`config.mk`:
```
export PLATFORM = sky130hd
export DESIGN_NAME = demux_14
export DESIGN_NICKNAME = d
export VERILOG_FILES = /design/src/rtl/demux_14.sv
export SDC_FILE = /design/constraint.sdc
export NUM_CORES = 1
export LEC_CHECK = 0
export ABC_AREA = 1
export BUFFER_PORTS_ARGS = -buffer_cell sky130_fd_sc_hd__buf_2
export CORE_MARGIN = 10
export CORE_UTILIZATION = 45
export DETAILED_ROUTE_END_ITERATION = 16
export MAX_ROUTING_LAYER = met4
export PLACE_DENSITY = 0.8
export SKIP_LAST_GASP = 1
export SYNTH_ARGS = -nofsm -noshare
export SYNTH_HDL_FRONTEND = slang
export SYNTH_SLANG_ARGS = --single-unit
export TNS_END_PERCENT = 20
```
`constraint.sdc`:
```
create_clock -name clk -period 2.7 [get_ports clk]
set_input_delay 0.54 -clock clk [delete_from_list [all_inputs] [get_ports clk]]
set_output_delay 0.54 -clock clk [all_outputs]
set_load 0.01 [all_outputs]
```
`src/rtl/demux_14.sv`:
```
// Round-robin 1-to-4 demultiplexer: each accepted word is registered onto the
// next lane in turn, with a one-cycle valid pulse on that lane.
module demux_14 #(
    parameter int DATA_WIDTH = 4
) (
    input  logic                  clk,
    input  logic                  reset_L,
    input  logic [DATA_WIDTH-1:0] data_in,
    input  logic                  valid_in,
    input  logic                  flush,
    output logic [DATA_WIDTH-1:0] data_0,
    output logic [DATA_WIDTH-1:0] data_1,
    output logic [DATA_WIDTH-1:0] data_2,
    output logic [DATA_WIDTH-1:0] data_3,
    output logic                  valid_0,
    output logic                  valid_1,
    output logic                  valid_2,
    output logic                  valid_3,
    output logic [1:0]            sel_out,
    output logic [7:0]            word_cnt
);

    typedef enum logic {
        IDLE,
        ACTIVE
    } state_t;

    state_t                  state, state_nxt;
    logic [1:0]              ptr;
    logic [1:0]              lane_p0;
    logic [DATA_WIDTH-1:0]   lane_data_p1 [4];
    logic [3:0]              vld_p1;
    logic [7:0]              cnt;

    // flush overrides the pointer for the word arriving in the same cycle
    assign lane_p0 = flush ? 2'd0 : ptr;

    // ---- stage p0 -> p1: steer the accepted word into its lane register ----
    always_ff @(posedge clk or negedge reset_L) begin
        if (!reset_L) begin
            ptr    <= 2'd0;
            cnt    <= 8'd0;
            vld_p1 <= 4'b0000;
            for (int k = 0; k < 4; k++) begin
                lane_data_p1[k] <= '0;
            end
        end else begin
            vld_p1 <= 4'b0000;
            if (valid_in) begin
                lane_data_p1[lane_p0] <= data_in;
                vld_p1[lane_p0]       <= 1'b1;
                ptr                   <= lane_p0 + 2'd1;
                cnt                   <= cnt + 8'd1;
            end else if (flush) begin
                ptr <= 2'd0;
            end
        end
    end

    always_ff @(posedge clk or negedge reset_L) begin
        if (!reset_L) begin
            state <= IDLE;
        end else begin
            state <= state_nxt;
        end
    end

    // Activity tracker; observational only, never feeds the datapath
    always_comb begin
        state_nxt = state;
        case (state)
            IDLE:    if (valid_in)  state_nxt = ACTIVE;
            ACTIVE:  if (!valid_in) state_nxt = IDLE;
            default: state_nxt = IDLE;
        endcase
    end

    assign data_0   = lane_data_p1[0];
    assign data_1   = lane_data_p1[1];
    assign data_2   = lane_data_p1[2];
    assign data_3   = lane_data_p1[3];
    assign valid_0  = vld_p1[0];
    assign valid_1  = vld_p1[1];
    assign valid_2  = vld_p1[2];
    assign valid_3  = vld_p1[3];
    assign sel_out  = ptr;
    assign word_cnt = cnt;

endmodule

```
==> reports/qor.txt <==
Cell type with the highest aggregate area in the netlist: dfrtp_1
Top-count cell post-synth: dfrtp_1
Ratio of final minimum period to clock period: 0.581
Gate count of the mapped netlist: 117
EDFF count, synth: 0
Maximum level of the CTS H-tree: 2
CTS Sinks: 30
Effective utilization at floorplan: 0.459
Commonest cells in the synthesized netlist: 30 x dfrtp_1, 29 x nand2_1, 16 x inv_1
Synth Cell Area: 1240 µm²
Maximum net fanout on the critical path: 5
Clock Latency Late Sink: 0.33 ns
Worst Tran Pin Value: 0.637 ns
Worst-case clock skew: 0.00674 ns
Share of flip-flops with an asynchronous set or reset after synthesis: 1.00
Worst supply voltage drop on vdd: 616 µV
Arr. time, crit path: 1.03 ns
Fraction of layout instances using a drive strength above 1: 0.373
Initial DRC Count: 86
Drt first pass iters: 4
Final setup fails: 0
Global-route wire length before repair: 4550 µm
Cells along the critical path: buf_2
Post-synthesis sequential element count: 30
Number of buffer cells added on primary ports: 37
Cell at the slowest stage of the critical path: dfrtp_1
Area of the die: 5270 µm²
WL per Instance: 13.6 µm
Share of Yosys cell area claimed by the top area cell type: 0.604
Distinct cell type count after synthesis: 23
Worst path top cell family by delay: flip-flops
CP max stage delay: 0.51 ns
Resize count post-CTS: 0
ANT cells: 0
Synth top area cells: dfrtp_1 60%, nand2_1 8.8%, inv_1 4.8%, o21ai_1 3.2%, o21ai_2 2.8%
Per-cell via count in the routed design: 4.69
CTS clk-pin slew, worst paths: 0.10 ns
Static Leakage: 0.877 nW
Maximum operating frequency: 637 MHz
Overall power consumption: 1.39 mW
Share of the core filled with cells in the final layout: 0.561
Bufs and invs on worst path: 1
Mapped Avg Cell Area: 10.6 µm²
Post-detailed-placement cell area: 1460 µm²
Max_slew headroom: 0.575
Clock buffers created by TritonCTS: 5
Post-Route WL: 2610 µm
Fin. max-slew vios: 0
Setup repair after global routing missed its margin: false
Core Rows: 19
Post-detailed-route count of antenna-violating nets: 0
Setup fix buffers added after clock tree synthesis: 0
GRT Total Usage: 0.112
Final design area excluding fillers: 1520 µm²
Core area: 2710 µm²
Count of nets after finishing: 169
Critical path capture point type: output pin
DIE HEIGHT: 72.6 µm
Number of max-cap violations: 0
Root buffer selected by CTS: clkbuf_4
Dominant register cell in the synthesized netlist: dfrtp_1
Worst hold path type: in -> async
Number of antenna violations at the first check in global routing: 0
Class of the most critical setup path: reg -> out
Power density relative to cell area: 915 nW/µm²
Post-Synthesis Net Count: 126
Worst-case clock buffer depth: 2
Chip width: 72.6 µm
Layout overhead on the synthesized area: 22.2%
Hold-fix buffers, CTS: 0
Via count of the first global-routing pass: 1012
Final number of hold-violating endpoints: 0
Pin count of the biggest net entering global routing: 31
Status: complete, no violations
Half-perimeter wire length after placement: 2060 µm
Total global routing overflow: 0
Sum of negative setup slack: 0 ns
Filler cell count in the final layout: 259
Kind of start point of the critical path: flip-flop
Yosys warns: 0
TritonCTS clock tree: built
Post-route minimum period: 1.57 ns
IO Count: 38
Remaining design rule violation count: 0
Total vias in the final route: 900
Data required time at the worst endpoint: 2.16 ns
Final RePlAce weighted congestion: 0.793
Sequential area share after synthesis: 0.604
## where the power goes
| part | internal, mW | switching [mW] | leakage, nW | total, mW |
|---|---|---|---|---|
| registers | 0.578 | 0.104 | 0.376 | 0.682 |
| clock network | 0.125 | 0.154 | 0.0343 | 0.279 |
| logic | 0.179 | 0.250 | 0.467 | 0.429 |
| total | 0.882 | 0.509 | 0.877 | 1.39 |
## worst paths after layout
path	from	to	cells past startpoint	slack [ns]
min	reset_L	data_3[3]	1	0.22
max	sel_out[1]	sel_out[1]	1	1.13
min in group clk	data_1[0]	data_1[0]	2	0.49
min reg2reg	data_1[0]	data_1[0]	2	0.49
max in group asynchronous	reset_L	data_0[0]	1	2.06
max reg2reg	word_cnt[0]	word_cnt[6]	6	1.56
## layout by cell type, fill, tap and decap left out
cell type / n
nand4_1: 1
clkbuf_4: 5
nand3_1: 2
clkinvlp_4: 1
nand2_2: 2
o21ai_2: 4
nand4_4: 1
ha_1: 1
nand3_2: 1
xnor2_1: 1
inv_1: 16
inv_4: 1
xor2_1: 4
o21ai_1: 8
dfrtp_1: 30
a31oi_1: 1
nor2_4: 1
buf_2: 37
nand3b_1: 1
o21ai_0: 5
nand2_1: 29
clkbuf_8: 1
nand2_4: 3
nor2_8: 1
nor2_1: 2
inv_2: 1
clkinv_2: 1
## flip-flops by register name, summed over array words and instances, names as in the netlist
name,cells
word_cnt,8
data_0,4
data_1,4
data_2,4
data_3,4
vld_p1,4
sel_out,2
## worst register-to-register path: cells and delay by family, from the launching register on
kind	cells	cell delay (ns)
DFF	1	0.43
and+or+nand+nor	5	0.43
adders and majority gates	1	0.19
## cells by family (layout without fill, tap and decap cells)
logic type	count (synthesis)	in the layout	share of synthesized area
AOI/OAI and AO/OA	18	18	0.0855
xor gates and xnor gates	5	5	0.0352
adders and majority gates	1	1	0.0101
buffers and inverters	19	63	0.0654
DFF	30	30	0.604
and+or+nand+nor	44	44	0.200
## final cells by class
class | instances | area (µm²) | area share
Sequential cell | 30 | 751 | 0.494
Multi-Input combinational cell | 68 | 412 | 0.271
Timing Repair Buffer | 37 | 185 | 0.122
Inverter | 18 | 70.1 | 0.0461
Clock buffer | 6 | 51.3 | 0.0337
Tap cell | 31 | 38.8 | 0.0255
Clock inverter | 2 | 12.5 | 0.00823
## metrics by stage
stage,cells,hold slack (ns),setup WS (ns)
floorplan,117,0.244,1.51
global placement,184,0.466,1.37
detailed placement,184,0.472,1.34
CTS,192,0.241,1.12
global route,192,0.262,1.07
finish,192,0.225,1.13
## layer usage
| layer | global-route usage | up-vias | part of all wire |
|---|---|---|---|
| met5 | - | - | 0 |
| met4 | 0.0464 | 0 | 0.015 |
| met3 | 0.0558 | 5 | 0.091 |
| met2 | 0.171 | 33 | 0.43 |
| met1 | 0.120 | 410 | 0.46 |
| li1 | - | 452 | - |
Power figures use the tool's default switching activity.
